[src/rtl/key_sched_ctrl_pkg.sv]
// Shared constants, FSM encoding and index helpers for the round-key scheduler.
package key_sched_ctrl_pkg;

    localparam int NR_DEF      = 10;
    localparam int KW_DEF      = 128;
    localparam int TIMEOUT_DEF = 64;
    localparam int RIW         = 4;

    typedef enum logic [1:0] {
        ST_IDLE = 2'd0,
        ST_REQ  = 2'd1,
        ST_WAIT = 2'd2,
        ST_DONE = 2'd3
    } ks_state_e;

    // Decrypt walks the schedule backwards: logical index idx maps to slot nr-idx.
    function automatic logic [RIW-1:0] mirror_idx(input logic [RIW-1:0] idx,
                                                  input logic [RIW-1:0] nr);
        return nr - idx;
    endfunction

endpackage

[src/rtl/key_sched_ctrl_rk_store.sv]
// Round-key register file: one write port, one registered read port.
module key_sched_ctrl_rk_store #(
    parameter int NR = 10,
    parameter int KW = 128,
    parameter int AW = 4
) (
    input  logic          clk,
    input  logic          rst_n,
    input  logic          we,
    input  logic [AW-1:0] wr_addr,
    input  logic [KW-1:0] wr_data,
    input  logic          re,
    input  logic [AW-1:0] rd_addr,
    output logic [KW-1:0] rd_data
);

    logic [KW-1:0] mem [NR+1];

    always_ff @(posedge clk) begin
        if (we) begin
            mem[wr_addr] <= wr_data;
        end
    end

    // Only the output register is reset; rd_data holds between accepted reads.
    always_ff @(posedge clk or negedge rst_n) begin
        if (!rst_n) begin
            rd_data <= '0;
        end else if (re) begin
            rd_data <= mem[rd_addr];
        end
    end

endmodule

[src/rtl/key_sched_ctrl.sv]
// Drives top_keyexp one round at a time, stores rounds 0..NR and serves
// round-key reads with optional mirrored indexing for decrypt.
//
// state   | meaning
// IDLE    | no expansion running (after reset or timeout abort)
// REQ     | one-cycle ke_start pulse for round r
// WAIT    | waiting for ke_ready; timeout counter running
// DONE    | all NR+1 keys stored, keys_ready high
module key_sched_ctrl
    import key_sched_ctrl_pkg::*;
#(
    parameter int NR      = NR_DEF,
    parameter int KW      = KW_DEF,
    parameter int TIMEOUT = TIMEOUT_DEF
) (
    input  logic           clk,
    input  logic           rst_n,
    input  logic [KW-1:0]  key_in,
    input  logic           key_load,
    input  logic           en_de,
    output logic           busy,
    output logic           keys_ready,
    output logic           ke_err,
    input  logic           rk_req,
    input  logic [RIW-1:0] rk_idx,
    output logic [KW-1:0]  rk_out,
    output logic           rk_valid,
    output logic [KW-1:0]  ke_key,
    output logic           ke_start,
    output logic           ke_en_de,
    output logic [RIW-1:0] ke_round,
    input  logic [KW-1:0]  ke_key_out,
    input  logic           ke_ready
);

    localparam int             CW       = $clog2(TIMEOUT);
    localparam logic [RIW-1:0] NR_L     = RIW'(NR);
    localparam logic [CW-1:0]  CNT_LAST = CW'(TIMEOUT - 1);

    ks_state_e      state, state_nxt;
    logic [RIW-1:0] r;
    logic [CW-1:0]  cnt;
    logic [KW-1:0]  prev_key;
    logic           ready_hit, timeout_hit, rd_ok;
    logic [RIW-1:0] phys_idx;

    assign ready_hit   = (state == ST_WAIT) && ke_ready && !key_load;
    assign timeout_hit = (state == ST_WAIT) && !ke_ready && !key_load && (cnt == CNT_LAST);

    always_comb begin
        state_nxt = state;
        if (key_load) begin
            state_nxt = ST_REQ;
        end else begin
            case (state)
                ST_REQ:  state_nxt = ST_WAIT;
                ST_WAIT: begin
                    if (ke_ready) begin
                        state_nxt = (r == NR_L) ? ST_DONE : ST_REQ;
                    end else if (cnt == CNT_LAST) begin
                        state_nxt = ST_IDLE;
                    end
                end
                default: state_nxt = state;
            endcase
        end
    end

    always_ff @(posedge clk or negedge rst_n) begin
        if (!rst_n) begin
            state <= ST_IDLE;
        end else begin
            state <= state_nxt;
        end
    end

    // prev_key always holds slot[r-1], so the request key needs no store read.
    always_ff @(posedge clk or negedge rst_n) begin
        if (!rst_n) begin
            r          <= '0;
            cnt        <= '0;
            prev_key   <= '0;
            busy       <= 1'b0;
            keys_ready <= 1'b0;
            ke_err     <= 1'b0;
            rk_valid   <= 1'b0;
        end else begin
            rk_valid <= rd_ok;
            if (key_load) begin
                r          <= RIW'(1);
                prev_key   <= key_in;
                keys_ready <= 1'b0;
                ke_err     <= 1'b0;
                busy       <= 1'b1;
            end else begin
                if (state == ST_REQ) begin
                    cnt <= '0;
                end else if (state == ST_WAIT) begin
                    cnt <= cnt + 1'b1;
                end
                if (ready_hit) begin
                    prev_key <= ke_key_out;
                    if (r == NR_L) begin
                        busy       <= 1'b0;
                        keys_ready <= 1'b1;
                    end else begin
                        r <= r + 1'b1;
                    end
                end
                if (timeout_hit) begin
                    ke_err <= 1'b1;
                    busy   <= 1'b0;
                end
            end
        end
    end

    assign ke_start = (state == ST_REQ);
    assign ke_en_de = 1'b1;
    assign ke_round = r;
    assign ke_key   = prev_key;

    assign rd_ok    = rk_req && keys_ready && (rk_idx <= NR_L);
    assign phys_idx = en_de ? rk_idx : mirror_idx(rk_idx, NR_L);

    key_sched_ctrl_rk_store #(
        .NR (NR),
        .KW (KW),
        .AW (RIW)
    ) u_store (
        .clk     (clk),
        .rst_n   (rst_n),
        .we      (key_load || ready_hit),
        .wr_addr (key_load ? '0 : r),
        .wr_data (key_load ? key_in : ke_key_out),
        .re      (rd_ok),
        .rd_addr (phys_idx),
        .rd_data (rk_out)
    );

endmodule

[config.mk]
export PLATFORM = sky130hd
export DESIGN_NAME = key_sched_ctrl
export DESIGN_NICKNAME = d
export VERILOG_FILES = /design/src/rtl/key_sched_ctrl_pkg.sv /design/src/rtl/key_sched_ctrl_rk_store.sv /design/src/rtl/key_sched_ctrl.sv
export SDC_FILE = /design/constraint.sdc
export NUM_CORES = 2
export LEC_CHECK = 0
export ABC_AREA = 1
export CORE_AREA = 2 2 363 365
export CTS_BUF_LIST = sky130_fd_sc_hd__clkbuf_16
export DETAILED_ROUTE_END_ITERATION = 6
export DIE_AREA = 0 0 365 367
export GPL_TIMING_DRIVEN = 0
export PLACE_DENSITY_LB_ADDON = 0.05
export RECOVER_POWER = 50
export SLEW_MARGIN = 20
export SYNTH_ARGS = -nofsm -noshare
export SYNTH_HDL_FRONTEND = slang
export SYNTH_SLANG_ARGS = --single-unit
[constraint.sdc]
create_clock -name clk -period 20.5 [get_ports clk]
set_input_delay 4.1 -clock clk [delete_from_list [all_inputs] [get_ports clk]]
set_output_delay 4.1 -clock clk [all_outputs]
set_load 0.1 [all_outputs]
==> metrics.txt <==
final instance area between 80000 and 90000 um2; Startpoint Class input port; max incr delay on CP 3.09 ns; Critical Path, Cell by Cell clkbuf_1, clkbuf_1; initial DRC count approximately 6000; final critical-path share of the clock period 47.83%; Initial Util a little over half; Worst setup EP type async pin; relative slew slack -188.7%; Post-Layout Cell Count ~9900; Antenna Nets Post-Route 0; Pwr Density 101.6 nW/um2; Filler Cells Inserted between 10000 and 15000; Flop pwr share between 40% and 50%; # IOs approximately 530; initial antenna violation count 10; Die ar. around 130000 um2; post-synthesis mux area share 0%; Slew @ Worst Pin roughly 4.3 ns; Critical Path RT around 20 ns; switch share between 30% and 40%; syn nets around 7500; Top delay family on crit path buffers and inverters; Comb power frac ~20%; CP Max Fanout 78; post-synthesis area per instance 9.888 um2; status finished with violations; detailed placer's ending HPWL roughly 140000 um; latest clock arrival within the worst-skew pair 0.79 ns; synthesized instance count between 7000 and 8000; crit-path most repeated cell clkbuf_1; final setup TNS 0 ns; #FFs+latches synth ~1700; Die Span Y 367 um; Synth Area in Compound Gates roughly 2.2%; dpl cell area 80400 um2; share of layout cells above drive strength 1 under 10%; DRT Pass-1 Iters 6; failing checks capacitance limit, slew limit; Worst-path clk slew around 0.06 ns; Placed Instances approximately 9500; DRC Markers 0; Seq/Total Area, Yosys between 60% and 70%; Worst VDD drop ~0.082 mV; grt total ovfl 0; Internal Power ~6.0 mW; leakage dissipation between 30 and 40 nW; CTS root buf clkbuf_16; Post-CTS Resized 0; TritonCTS clock tree yes; deepest clock path buffer count 3; FFs w/ async S/R, synth between 10% and 20%; Post-synth EDFFs around 1400; vias in the first global route around 49000; Buf/Inv on CP 2; Vias/cell about 5.3; layout overhead on the synthesized area 20.71%; Post-Route WL approximately 210000 um; Yosys cell types 29; Std-Cell Core Area 130500 um2; Layout Skew 0.02255 ns; CTS H-tree depth 4; NumNets Final a little over 8000; min setup slack post-route approximately 11 ns; largest family of logic cells by synthesized area simple AND/OR/NAND/NOR gates; proportion of power drawn by the clock network 34.6%; CTS Hold Bufs 0; Reg2Reg Setup Slack about 16 ns; Num CTS Buffers ~170; total track usage between 30 and 40%; Synth Flop Type edfxtp_1; min-delay worst type flip-flop to flip-flop; Die W ~370 um; Switching Power 2.693 mW; Peak Freq 102.0 MHz; CP Class input port to async pin; WP data arrival between 9 and 10 ns; post-CTS setup repair buffer count 0; IO Port Bufs ~530; first-pass GRT wire length a little over 300000 um; Synth Area in Simple Gates between 20% and 30%; Syn Std Cell Area 70970 um2; pin count of the biggest net entering global routing 87; final count of hold timing violations 0; synth warn 0; CTS Sinks around 1700; Slew Viols, Final approximately 210; RSZ-0062 raised after global routing false; post-synthesis adder-cell area fraction less than 1%; critical path's slowest cell clkbuf_1; hold_ws 0.4733 ns; area occupied by multi-input gates between 15000 and 20000 um2; Seq. cell area 49090 um2; Post-Synth XOR/XNOR Area less than 1%; drt wl/cell 21.01 um; max cap viols 6; dpl ws approximately 13 ns; row count between 100 and 150; vias after detailed routing about 52000; post-layout min period just under 10 ns; final setup fails 0; gpl congestion just over 0.8
area by class of cell:
cell class,count,share of cell area (%)
clock buffer,180,5.258
multi-input combinational,4716,21.64
antenna,4,0.01168
timing repair buffer,608,8.255
sequential,1680,57.30
buffer,369,2.140
inverter,412,1.805
tap,1755,2.563
clock inverter,137,1.025
power by group through the flow:
stage          registers (mW)  clock network (mW)  logic (mW)
6_report                 3.99                3.01        1.70
5_1_grt                  4.01                3.17        1.78
4_1_cts                  3.99                3.04        1.70
3_5_place_dp             4.06                   0        1.69
3_3_place_gp             4.09                   0        1.64
2_1_floorplan            4.75                   0       0.446
sequential cells by signal, indices dropped and copies added, names as in the netlist:
| name | flops |
|---|---|
| busy | 1 |
| cnt | 6 |
| ke_err | 1 |
| ke_key | 128 |
| ke_round | 4 |
| keys_ready | 1 |
| rk_valid | 1 |
| state | 2 |
| u_store.mem | 1408 |
| u_store.rd_data | 128 |
routing by layer:
layer	up-vias	GRT usage, %	wire (um)	part of all wire [%]
met4	6	10.48	6276	3.0
met3	342	5.779	20530	9.9
met5	-	0	41	0.020
li1	24580	-	-	-
met1	24910	43.76	85750	41
met2	2564	47.68	94620	46
cell usage after synthesis (all sizes together), types with 2 or more instances:
cell / n / area [um2]
clkbuf: 59 / 221.5
o21ai: 8 / 40.03
nand2: 4137 / 15530
ha: 7 / 87.58
nor2: 153 / 576.8
buf: 310 / 1635
dfrtp: 272 / 6807
a21oi: 135 / 679.4
nand4: 3 / 18.77
nand3: 136 / 680.7
edfxtp: 1408 / 42280
inv: 412 / 1546
a31oi: 128 / 800.8
o31ai: 2 / 15.01
worst paths after layout:
kind | start | to | cells past startpoint
min in group asynchronous | rst_n | ke_key[39] | 1
max reg2reg | state[0] | u_store.mem[1][56] | 11
max | rst_n | u_store.rd_data[109] | 2
max in group clk | key_load | u_store.mem[9][68] | 10
min | u_store.rd_data[27] | u_store.rd_data[27] | 2
min reg2reg | u_store.rd_data[27] | u_store.rd_data[27] | 2
placed cells by master (no fill, tap or decap), drive strengths merged, types with 7 or more instances in the layout:
cell           count
a21oi            135
a31oi            128
buf              362
bufinv            10
clkbuf           267
clkdlybuf4s50    527
clkinv            78
dfrtp            272
edfxtp          1408
ha                 7
inv              457
nand2           4137
nand3            136
nor2             153
o21ai              8
cell families after synthesis:
group | Yosys count
and+or+nand+nor | 4431
DFF | 1680
buffers and inverters | 781
AOI/OAI and AO/OA | 276
adders and majority gates | 7
xor gates and xnor gates | 1
other | 1
through the flow:
step / util (%) / power [mW]
finish: 65.66 / 8.705
detailed placement: 61.63 / 5.754
CTS: 65.75 / 8.729
global placement: 60.14 / 5.733
floorplan: - / 5.192
global route: 65.65 / 8.968
Power figures use the tool's default switching activity.
